--- src/rtl/uart_pkg.sv ---
// Shared UART constants and the collector's word type.
// No logic; imported by the receiver side and the word collector.
package uart_pkg;
    localparam int WORD_BYTES       = 4;
    localparam int WORD_W           = 32;
    localparam int CLK_PER_HALF_BIT = 5208;

    typedef logic [WORD_W-1:0] word_t;
endpackage

--- src/rtl/sync_fifo_fwft.sv ---
// First-word-fall-through synchronous FIFO; pop_data is the head entry.
// Latency: a push is visible at the head the cycle after the write edge.
// Backpressure: push is ignored when full unless a pop happens in the same cycle.
module sync_fifo_fwft #(
    parameter int WIDTH = 32,
    parameter int DEPTH = 16
) (
    input  logic                   clock,
    input  logic                   reset,
    input  logic                   push,
    input  logic [WIDTH-1:0]       push_data,
    input  logic                   pop,
    output logic [WIDTH-1:0]       pop_data,
    output logic                   full,
    output logic                   empty,
    output logic [$clog2(DEPTH):0] count
);
    localparam int AW = $clog2(DEPTH);

    logic [WIDTH-1:0] mem [DEPTH];
    logic [AW:0]      wr_ptr;
    logic [AW:0]      rd_ptr;
    logic             do_push;
    logic             do_pop;

    assign do_pop  = pop && !empty;
    assign do_push = push && (!full || do_pop);

    always_ff @(posedge clock) begin
        if (reset) begin
            wr_ptr <= '0;
            rd_ptr <= '0;
        end else begin
            if (do_push) wr_ptr <= wr_ptr + 1'b1;
            if (do_pop)  rd_ptr <= rd_ptr + 1'b1;
        end
    end

    always_ff @(posedge clock) begin
        if (do_push) mem[wr_ptr[AW-1:0]] <= push_data;
    end

    // Extra pointer bit separates full (wrapped) from empty (equal).
    assign empty    = (wr_ptr == rd_ptr);
    assign full     = (wr_ptr[AW] != rd_ptr[AW]) && (wr_ptr[AW-1:0] == rd_ptr[AW-1:0]);
    assign count    = wr_ptr - rd_ptr;
    assign pop_data = mem[rd_ptr[AW-1:0]];
endmodule

--- src/rtl/uart_word_collector.sv ---
// Packs UART bytes little-endian into 32-bit words and buffers them in a FWFT FIFO.
// Latency: 4th byte strobe in cycle T gives word_valid/word_data in cycle T+1.
// Backpressure: none toward the receiver; a word finished while the FIFO is full is dropped and flagged.
module uart_word_collector
    import uart_pkg::*;
#(
    parameter int FIFO_DEPTH  = 16,
    parameter int TIMEOUT_CLK = 104160
) (
    input  logic                        clock,
    input  logic                        reset,
    input  logic                        rx_ready,
    input  logic [7:0]                  rx_data,
    input  logic                        rx_ferr,
    output logic                        word_valid,
    output word_t                       word_data,
    input  logic                        word_ready,
    output logic [$clog2(FIFO_DEPTH):0] word_count,
    output logic                        overflow,
    output logic                        err,
    output logic                        partial_drop
);
    localparam logic [1:0]  LAST_BYTE  = 2'(WORD_BYTES - 1);
    localparam logic [31:0] TIMEOUT_M1 = 32'(TIMEOUT_CLK - 1);

    logic [1:0]  byte_cnt;
    logic [23:0] hold;
    logic [31:0] idle_cnt;
    logic        accept;
    logic        word_done;
    logic        pop;
    logic        fifo_full;
    logic        fifo_empty;
    logic        timeout_hit;
    word_t       new_word;

    // A byte coinciding with the framing error is already untrusted.
    assign accept      = rx_ready && !err && !rx_ferr;
    assign word_done   = accept && (byte_cnt == LAST_BYTE);
    assign new_word    = {rx_data, hold};
    assign pop         = word_valid && word_ready;
    assign word_valid  = !fifo_empty;
    assign timeout_hit = (TIMEOUT_CLK != 0) && !err && !accept
                         && (byte_cnt != 2'd0) && (idle_cnt == TIMEOUT_M1);

    always_ff @(posedge clock) begin
        if (reset) begin
            byte_cnt <= 2'd0;
        end else if (err) begin
            byte_cnt <= 2'd0;
        end else if (accept) begin
            byte_cnt <= word_done ? 2'd0 : byte_cnt + 2'd1;
        end else if (timeout_hit) begin
            byte_cnt <= 2'd0;
        end
    end

    always_ff @(posedge clock) begin
        if (accept && !word_done) hold[{byte_cnt, 3'b000} +: 8] <= rx_data;
    end

    always_ff @(posedge clock) begin
        if (reset || accept || byte_cnt == 2'd0) idle_cnt <= '0;
        else                                     idle_cnt <= idle_cnt + 32'd1;
    end

    always_ff @(posedge clock) begin
        if (reset) begin
            err          <= 1'b0;
            overflow     <= 1'b0;
            partial_drop <= 1'b0;
        end else begin
            if (rx_ferr) err <= 1'b1;
            if (word_done && fifo_full && !pop) overflow <= 1'b1;
            partial_drop <= timeout_hit;
        end
    end

    sync_fifo_fwft #(
        .WIDTH (WORD_W),
        .DEPTH (FIFO_DEPTH)
    ) u_fifo (
        .clock     (clock),
        .reset     (reset),
        .push      (word_done),
        .push_data (new_word),
        .pop       (pop),
        .pop_data  (word_data),
        .full      (fifo_full),
        .empty     (fifo_empty),
        .count     (word_count)
    );
endmodule
--- config.mk ---
export PLATFORM = sky130hd
export DESIGN_NAME = uart_word_collector
export DESIGN_NICKNAME = d
export VERILOG_FILES = /design/src/rtl/uart_pkg.sv /design/src/rtl/sync_fifo_fwft.sv /design/src/rtl/uart_word_collector.sv
export SDC_FILE = /design/constraint.sdc
export NUM_CORES = 1
export LEC_CHECK = 0
export ABC_CLOCK_PERIOD_IN_PS = 4300
export CORE_MARGIN = 2
export CORE_UTILIZATION = 30
export CTS_CLUSTER_SIZE = 24
export DETAILED_ROUTE_END_ITERATION = 8
export PLACE_DENSITY = 0.57
export SETUP_SLACK_MARGIN = 0.02
export SYNTH_ARGS = -nofsm -noshare
export SYNTH_HDL_FRONTEND = slang
export SYNTH_SLANG_ARGS = --single-unit
--- constraint.sdc ---
create_clock -name clock -period 4.3 [get_ports clock]
set_input_delay 0.86 -clock clock [delete_from_list [all_inputs] [get_ports clock]]
set_output_delay 0.86 -clock clock [all_outputs]
set_load 0.02 [all_outputs]
==> flow_metrics.py, run 1 <==
metrics = {
    "status": {
        "outcome": "finished, final reports clean",
    },
    "die": {
        "start_util_pct": 30.4,
        "die_y_um": 279,
        "die_w_um": 279,
        "io_pins": 54,
        "die_area_um2": 77800,
        "rows": 100,
        "core_um2": 74600,
    },
    "hold_path": {
        "hold_path_class": "register to register",
        "holdCritStartpoint": "idle_cnt[0]",
    },
    "clock_tree": {
        "cts_buffers": 58,
        "clock_path_buffers": 3,
        "clkSinkCount": 587,
        "clkTransAtPathRegs_ns": 0.06,
        "hold_buffers": 0,
        "post_cts_resized": 0,
        "cts_tree": "built",
        "clock_latency_ns": 0.64,
        "clock-root-buffer": "clkbuf_16",
        "h-tree-depth": 2,
        "postCtsSetupRepairBufs": 0,
    },
    "yosys": {
        "syn_inst": 1160,
        "postSynthAreaPerCell_um2": 19.5,
        "synth.largest_area_cell": "edfxtp_1",
        "yosysWarnings": 0,
        "synth_compound_area_share_pct": 3.26,
        "synth_area_um2": 22700,
        "yosysTopAreaCellShare_pct": 71.0,
        "synth_xor_area_share_pct": 0.850,
        "yosys.area_share.simple_pct": 5.29,
        "ys_ff_latch": 587,
        "synthTopCellsByArea": "edfxtp_1 (71%), mux4_2 (13%), dfxtp_1 (4.5%), a22oi_1 (2.1%), nand2_1 (1.1%)",
        "synth_fa_ha_area_share_pct": 0.916,
        "synth_nets": 1189,
        "ys_seq_area_share_pct": 75.5,
        "synthMuxAreaShare_pct": 12.9,
        "synth_top_family_by_area": "multiplexers",
        "ys_types": 39,
    },
    "flow_run": {
        "maxCapViolCount": 0,
    },
    "global_route": {
        "grt_overflow": 0,
        "grt_usage_pct": 13.8,
        "use_met1_pct": 19.3,
        "grt_pass1_wl_mm": 79.7,
        "use_met3_pct": 2.23,
        "met2_usage_pct": 22.5,
        "top_usage_layer": "met2",
        "grt_pass1_vias": 11950,
        "grt_max_degree": 62,
        "antenna_found_initial": 1,
    },
    "pwr": {
        "p_leak_nw": 8.16,
        "ir_drop_mv": 0.321,
        "p_per_area_nw_per_um2": 435,
        "finalPower_w": 0.0117,
    },
    "placement": {
        "place_congestion": 0.767,
        "portBuffers": 53,
        "dpl_cell_area_um2": 24900,
        "place_ws_ns": 0.527,
        "hpwl_mm": 31.3,
    },
    "setup_path": {
        "crit_end": "word_data[19]",
        "required_ns": 3.44,
        "cp-start-kind": "register",
        "cp.arrival_ns": 3.17,
        "reg2reg_from": "byte_cnt[0]",
        "critical_path_class": "register to output pin",
        "r2r_cells": 7,
        "crit_fanout": 28,
        "end_kind": "output pin",
        "reg2reg_to": "u_fifo.mem[10][22]",
        "rrSetupSlack_ns": 1.16,
    },
    "sta": {
        "worst_clock_skew_ns": 0.0341,
        "min_period_ns": 4.03,
        "grt_setup_unrepaired": "no",
        "slew_viol_final": 0,
        "setup_violations": 0,
        "fin_ws_ns": 0.270,
        "finalCritPeriodShare_pct": 93.7,
        "slew_headroom_pct": 26.6,
        "worstMarginPinSlew_ns": 1.10,
        "tns_ns": 0,
        "timing.fmax_mhz": 248,
        "hold_viol": 0,
    },
    "route": {
        "drt_wl_total_mm": 53.3,
        "drtPass1Iterations": 6,
        "final_antenna_net_count": 0,
        "wl_per_cell_um": 23.4,
        "drc": 0,
        "vias": 11372,
        "drtIter0Drc": 983,
        "vias_per_cell": 4.99,
    },
    "final_layout": {
        "fin_area_um2": 26900,
        "fin_nets": 1293,
        "area_delta_synth_final_pct": 18.6,
        "num_antenna_cells": 0,
        "layout-drive-gt1-share_pct": 22.1,
        "fillerInstances": 6879,
    },
}
==> power by group <==
group	leakage [nW]	internal, W	switching, W
sequential	5.25	0.00625	0.0000631
clock	0.941	0.00301	0.00217
combinational	1.97	0.0000769	0.000137
==> synth_stat cells, drive strengths merged <==
cell type / instances
a21o: 2
a21oi: 16
a22oi: 64
and2: 30
and3: 3
and4: 4
buf: 24
clkbuf: 35
dfxtp: 51
edfxtp: 536
fa: 1
ha: 15
inv: 10
mux2: 1
mux2i: 4
mux4: 128
nand2: 64
nand2b: 5
nand3: 5
nand4: 22
nor2: 37
nor2b: 5
nor3: 11
nor3b: 4
nor4: 11
nor4b: 2
nor4bb: 1
o211ai: 9
o21ai: 8
o311ai: 1
o31a: 1
o31ai: 5
or2: 1
or3: 7
or4: 15
xnor2: 17
xor2: 5
==> area by class of cell <==
| cell class | instances | area (µm²) | share of cell area [%] |
|---|---|---|---|
| flip-flops and latches | 587 | 17100 | 63.7 |
| inverters | 10 | 37.5 | 0.140 |
| well taps | 969 | 1210 | 4.51 |
| repair buffers | 103 | 1120 | 4.16 |
| multi-input cells | 504 | 5430 | 20.2 |
| clock inverters | 37 | 455 | 1.69 |
| clock buffers | 69 | 1510 | 5.62 |
==> sequential cells by signal, summed over array words and instances, names as in the netlist, named ones only <==
register       flops
byte_cnt           2
hold              24
overflow           1
u_fifo.wr_ptr      5
u_fifo.rd_ptr      5
partial_drop       1
u_fifo.mem       512
err                1
idle_cnt          32
==> placed cells by master, fill, tap and decap left out, types with 5 or more instances in the layout <==
master           Yosys  layout
xnor2_1             17      17
nor2_1              37      24
nand3_1              5       5
buf_4                0      33
nand2b_1             5       5
buf_12               0      17
bufinv_16            0       8
edfxtp_1           536     536
nand4_1             22      22
o21ai_0              8       8
o31ai_1              5       5
nor2_4               0      13
clkdlybuf4s50_1      0      53
dfxtp_1             51      49
nor3_1               9       5
clkbuf_16            0      58
clkinvlp_4           0       5
clkinv_1             0      12
mux4_2             128     128
nand2_1             64      64
nor4_1              11      11
o211ai_1             9       9
or3_1                7       7
a21oi_1             16      16
xor2_1               5       5
clkinv_2             0       7
clkbuf_1            35       9
ha_1                15      15
and2_1              30      29
a22oi_1             64      64
inv_1               10      10
or4_1               15      15
==> cell families (layout without fill, tap and decap cells) <==
kind of cell,count (synthesis),after routing
buffers and inverters,69,219
and+or+nand+nor,227,227
DFF,587,587
xor gates and xnor gates,22,22
muxes,133,133
adders and majority gates,16,16
AOI/OAI and AO/OA,106,106
==> critical path, stage by stage, from the launching register on <==
cell and delay [ns]:
dfxtp_4 0.54, buf_12 0.32, buf_12 0.24, mux4_2 0.52, a22oi_1 0.26, nand2_1 0.09
clkdlybuf4s50_1 0.54
==> how the worst min path moves through the flow <==
stage	to	depth (start not counted)	slack [ns]
after global placement	idle_cnt[0]	1	0.44
after floorplan	idle_cnt[0]	1	0.43
after detailed placement	idle_cnt[0]	1	0.46
after CTS	idle_cnt[0]	1	0.47
after global routing	idle_cnt[0]	1	0.52
final	idle_cnt[0]	1	0.46
==> per-stage QoR <==
stage	hold slack [ns]	std cells	util [%]
after global placement	0.442	2173	33.4
final	0.464	2279	36.1
after floorplan	0.426	1160	-
after detailed placement	0.461	2173	33.4
after global routing	0.523	2279	36.1
after CTS	0.472	2279	36.1
==> per-layer routing <==
metal / wire length (µm) / part of all wire, %
met5: 7 / 0.013
met4: 980 / 1.8
met3: 2450 / 4.6
met2: 26100 / 49
met1: 23800 / 45
No activity file was read; power rests on OpenSTA's default activity.
==> inputs of run 2 (changes only) <==
--- a/config.mk
+++ b/config.mk
@@ -10,8 +10,10 @@
 export CORE_UTILIZATION = 30
 export CTS_CLUSTER_SIZE = 24
 export DETAILED_ROUTE_END_ITERATION = 8
+export GPL_TIMING_DRIVEN = 0
 export PLACE_DENSITY = 0.57
 export SETUP_SLACK_MARGIN = 0.02
+export SLEW_MARGIN = 20
 export SYNTH_ARGS = -nofsm -noshare
 export SYNTH_HDL_FRONTEND = slang
 export SYNTH_SLANG_ARGS = --single-unit
==> run 2 against run 1 <==
Clock power is 4.2% lower. Register-to-register slack worse by 0.16 ns. Core utilization hardly changed. Cell area hardly changed. Largest power group unchanged. Non-clock buffer count is 34 higher. Die area stayed put. Highest routed layer unchanged. Sequential share of layout area is 0.055 points lower. Maximum frequency is 3.7% lower. Clock skew is 0.013 ns lower.
==> flow_metrics.py, run 2 (synthesized netlist as in run 1, its figures left out) <==
metrics = {
    "pwr": {
        "ir_drop_mv": 0.359,
        "clkPwrFrac_pct": 43.2,
        "pwr-share-seq_pct": 55.0,
        "p_per_area_nw_per_um2": 427,
        "pwr-share-comb_pct": 1.9,
        "intPower_w": 0.00922,
        "p_leak_nw": 8.16,
        "switching_power_w": 0.00227,
        "p_sw_share_pct": 19.8,
    },
    "die": {
        "rows": 100,
        "die_y_um": 279,
        "die_area_um2": 77800,
        "die_w_um": 279,
        "core_um2": 74600,
        "io_pins": 54,
        "start_util_pct": 30.4,
    },
    "placement": {
        "place_congestion": 0.737,
        "dpl_cell_area_um2": 25000,
        "hpwl_mm": 33.7,
        "portBuffers": 52,
        "place_ws_ns": 0.210,
    },
    "setup_path": {
        "reg2reg_from": "byte_cnt[0]",
        "slowest_stage": "clkdlybuf4s50_1",
        "rrSetupSlack_ns": 1.00,
        "cp-start-kind": "register",
        "end_kind": "output pin",
        "critical_path_class": "register to output pin",
        "crit_fanout": 10,
        "path_delay_family": "buffers and inverters",
        "critPathBufInv": 3,
        "cp_cell_sequence": "clkbuf_2 > clkbuf_4 > mux4_2 > a22oi_1 > nand2_1 > clkdlybuf4s50_1",
        "cp.arrival_ns": 3.32,
        "critPathMaxStageDelay_ns": 0.58,
        "required_ns": 3.44,
    },
    "global_route": {
        "grt_overflow": 0,
        "grt_max_degree": 20,
        "grt_pass1_wl_mm": 77.4,
        "grt_usage_pct": 13.5,
        "grt_pass1_vias": 11930,
        "antenna_found_initial": 2,
    },
    "final_layout": {
        "fin_area_um2": 26900,
        "final_util_pct": 36.1,
        "fillerInstances": 6896,
        "largest_reg_flops": 512,
        "layout.cells.most_common": "edfxtp_1",
        "fin_nets": 1326,
        "layout-drive-gt1-share_pct": 21.3,
        "area_delta_synth_final_pct": 18.7,
        "final_cell_mix": "edfxtp_1 (536), mux4_2 (128), a22oi_1 (64), nand2_1 (64), clkbuf_16 (58)",
    },
    "sta": {
        "whs_ns": 0.458,
        "min_period_ns": 4.18,
        "fin_ws_ns": 0.116,
        "slew_headroom_pct": 36.3,
        "hold_viol": 0,
        "timing.fmax_mhz": 239,
        "slew_viol_final": 0,
        "worst_clock_skew_ns": 0.0213,
        "finalCritPeriodShare_pct": 97.3,
        "grt_setup_unrepaired": "yes",
        "setup_violations": 0,
        "worstMarginPinSlew_ns": 0.953,
    },
    "clock_tree": {
        "h-tree-depth": 2,
        "clock_latency_ns": 0.62,
        "clkSinkCount": 587,
        "cts_buffers": 57,
        "clock_path_buffers": 3,
        "clock-root-buffer": "clkbuf_16",
        "cts_tree": "built",
        "postCtsSetupRepairBufs": 0,
        "clkTransAtPathRegs_ns": 0.06,
    },
    "route": {
        "drtIter0Drc": 812,
        "drt_wl_total_mm": 51.6,
        "wl_per_cell_um": 22.4,
        "vias": 11361,
        "final_antenna_net_count": 0,
        "drc": 0,
        "vias_per_cell": 4.92,
        "drtPass1Iterations": 5,
    },
    "status": {
        "outcome": "finished, final reports clean",
    },
    "flow_run": {
        "maxCapViolCount": 0,
    },
    "hold_path": {
        "holdCritStartpoint": "idle_cnt[0]",
        "hold_path_class": "register to register",
    },
}
## run 2: routing by layer
layer | track usage (%) | routed length [µm] | vias to the layer above | part of all wire [%]
li1 | - | - | 5040 | -
met1 | 18.1 | 22300 | 5967 | 43
met2 | 22.5 | 25400 | 290 | 49
met3 | 2.58 | 3010 | 62 | 5.8
met4 | 3.29 | 835 | 2 | 1.6
met5 | 0 | 11 | - | 0.021
## run 2: area by class of cell
| type | count | area (µm²) | area share (%) |
|---|---|---|---|
| clock inverter | 30 | 354 | 1.32 |
| clock buffer | 70 | 1500 | 5.56 |
| tap | 969 | 1210 | 4.51 |
| buffer | 59 | 307 | 1.14 |
| timing repair buffer | 78 | 960 | 3.57 |
| sequential | 587 | 17100 | 63.6 |
| multi-input combinational | 504 | 5420 | 20.1 |
| inverter | 10 | 37.5 | 0.140 |
| antenna | 1 | 2.50 | 0.00930 |
## run 2: through the flow
step	std cells	setup TNS, ns	total power [W]
floorplan	1160	0	0.00653
global placement	2181	-892.67	0.00663
detailed placement	2207	0	0.00665
CTS	2307	0	0.0116
global route	2307	-0.00333	0.0118
finish	2308	0	0.0115
## run 2: path summary, 6_finish.rpt
| path | cells past startpoint | end |
|---|---|---|
| setup / recovery | 6 | word_data[27] |
| hold / removal | 1 | idle_cnt[0] |
| setup reg to reg | 7 | u_fifo.mem[1][22] |
| hold reg to reg | 1 | idle_cnt[0] |
## run 2: power groups by stage
stage	registers, W	logic [W]	clock network [W]
2_1_floorplan	0.00641	0.000120	0
3_3_place_gp	0.00643	0.000202	0
3_5_place_dp	0.00644	0.000211	0
4_1_cts	0.00632	0.000212	0.00507
5_1_grt	0.00632	0.000237	0.00528
6_report	0.00632	0.000213	0.00496
## run 2: repair_timing
action	CTS	global route
resized for setup	13	21
setup endpoints to repair	32	19
pin swaps	0	0
hold buffers	0	0
==> inputs of run 3 (changes only) <==
--- a/config.mk
+++ b/config.mk
@@ -13,7 +13,6 @@
 export GPL_TIMING_DRIVEN = 0
 export PLACE_DENSITY = 0.57
 export SETUP_SLACK_MARGIN = 0.02
-export SLEW_MARGIN = 20
 export SYNTH_ARGS = -nofsm -noshare
 export SYNTH_HDL_FRONTEND = slang
 export SYNTH_SLANG_ARGS = --single-unit
==> run 3 against run 2 <==
Global-route usage fell by 0.093 points. Sequential cell count unchanged. Critical path depth did not move. Non-clock buffer count decreased by 4. Combinational power is 2% lower. Total power down 1.1%. Count of clock-buffer cells in the layout is 1 lower. Worst setup slack worse by 0.010 ns. Wire length up 0.26%. Maximum frequency down 0.24%. Largest power group unchanged.
==> flow_metrics.py, run 3 (synthesized netlist as in run 1, its figures left out) <==
metrics = {
    "status": {
        "outcome": "finished, final reports clean",
    },
    "setup_path": {
        "cp-start-kind": "register",
        "end_kind": "output pin",
        "reg2reg_from": "byte_cnt[0]",
        "critical_path_class": "register to output pin",
        "crit_fanout": 10,
        "rrSetupSlack_ns": 0.93,
        "cp.arrival_ns": 3.33,
        "required_ns": 3.44,
    },
    "sta": {
        "whs_ns": 0.460,
        "hold_viol": 0,
        "timing.fmax_mhz": 238,
        "setup_violations": 0,
        "slew_viol_final": 0,
        "grt_setup_unrepaired": "yes",
        "min_period_ns": 4.19,
        "finalCritPeriodShare_pct": 97.5,
        "worst_clock_skew_ns": 0.0208,
        "slew_headroom_pct": 10.1,
        "worstMarginPinSlew_ns": 1.35,
    },
    "final_layout": {
        "final_cell_mix": "edfxtp_1 (536), mux4_2 (128), a22oi_1 (64), nand2_1 (64), clkbuf_16 (58)",
        "area_delta_synth_final_pct": 18.4,
        "fillerInstances": 6889,
        "largest_reg_flops": 512,
        "layout.cells.most_common": "edfxtp_1",
        "stdcell_count": 2310,
        "num_antenna_cells": 0,
        "fin_nets": 1322,
        "layout-drive-gt1-share_pct": 21.8,
    },
    "global_route": {
        "grt_max_degree": 20,
        "grt_pass1_wl_mm": 76.9,
        "grt_usage_pct": 13.4,
        "grt_overflow": 0,
        "antenna_found_initial": 2,
        "grt_pass1_vias": 11745,
    },
    "clock_tree": {
        "cts_tree": "built",
        "clkSinkCount": 587,
        "clock-root-buffer": "clkbuf_16",
        "cts_buffers": 57,
        "hold_buffers": 0,
        "postCtsSetupRepairBufs": 0,
        "clkTransAtPathRegs_ns": 0.06,
        "clock_latency_ns": 0.61,
        "h-tree-depth": 2,
        "clock_path_buffers": 3,
    },
    "route": {
        "drtIter0Drc": 763,
        "vias": 11368,
        "final_antenna_net_count": 0,
        "drt_wl_total_mm": 51.8,
        "wl_per_cell_um": 22.4,
        "drc": 0,
        "drtPass1Iterations": 5,
        "vias_per_cell": 4.92,
    },
    "hold_path": {
        "hold_path_class": "register to register",
        "holdCritStartpoint": "idle_cnt[0]",
    },
    "placement": {
        "hpwl_mm": 33.5,
        "portBuffers": 52,
        "place_congestion": 0.737,
        "dp.cells": 2203,
    },
    "die": {
        "start_util_pct": 30.4,
        "die_y_um": 279,
        "core_um2": 74600,
        "io_pins": 54,
        "rows": 100,
        "die_area_um2": 77800,
        "die_w_um": 279,
    },
    "pwr": {
        "p_leak_nw": 8.17,
        "ir_drop_mv": 0.308,
        "p_per_area_nw_per_um2": 423,
    },
    "flow_run": {
        "maxCapViolCount": 0,
    },
}
run 3: changes by cell type in the layout (fill, tap and decap cells not counted), sizes merged:
cell / delta
inv: +1
bufinv: -3
clkinv: +11
clkbuf: -6
diode: -1
clkinvlp: -1
buf: +1
run 3: layout make-up:
cell class                 count  area, µm²  area share (%)
sequential                   587      17100            63.7
clock inverter                38        322            1.20
multi-input combinational    504       5410            20.1
clock buffer                  69       1490            5.56
tap                          969       1210            4.52
inverter                      10       37.5           0.140
timing repair buffer          74        963            3.59
buffer                        59        297            1.10
run 3: routing by layer:
layer / vias to the layer above / global-route usage [%] / wire length (µm)
met5: - / 0 / 25
met4: 4 / 3.09 / 847
met1: 5980 / 18.1 / 22700
li1: 5047 / - / -
met3: 69 / 2.39 / 2660
met2: 268 / 22.4 / 25600
run 3: final timing paths:
check	end	cells past startpoint
hold reg to reg	idle_cnt[0]	1
setup / recovery	word_data[27]	6
setup reg to reg	u_fifo.mem[2][12]	7
hold / removal	idle_cnt[0]	1
run 3: critical path, cell delays in order, from the launching register on:
cell and delay, ns:
dfxtp_1 0.37, buf_2 0.34, buf_4 0.35, mux4_2 0.53, a22oi_1 0.33, nand2_1 0.20, clkdlybuf4s50_1 0.58
run 3: timing repair:
item,4_1_cts,5_1_grt
resized for setup,16,15
endpoints found under the setup margin,32,25
pin swaps,0,0
hold endpoints to repair,0,0
run 3: power breakdown:
| group | switching [W] | internal [W] |
|---|---|---|
| clock network | 0.00211 | 0.00273 |
| registers | 0.0000612 | 0.00625 |
| logic | 0.000137 | 0.0000716 |
run 3: through the flow:
stage               util (%)  cell area (µm²)  power, W  worst slack [ns]  TNS [ns]
finish                  36.0            26800    0.0114             0.106         0
global route            36.0            26800    0.0117           0.00626         0
CTS                     36.0            26800    0.0115            0.0194         0
detailed placement      33.5            25000   0.00665             0.127         0
global placement        32.7            24400   0.00663             -3.73   -892.67
floorplan                  -            22700   0.00653            0.0414         0
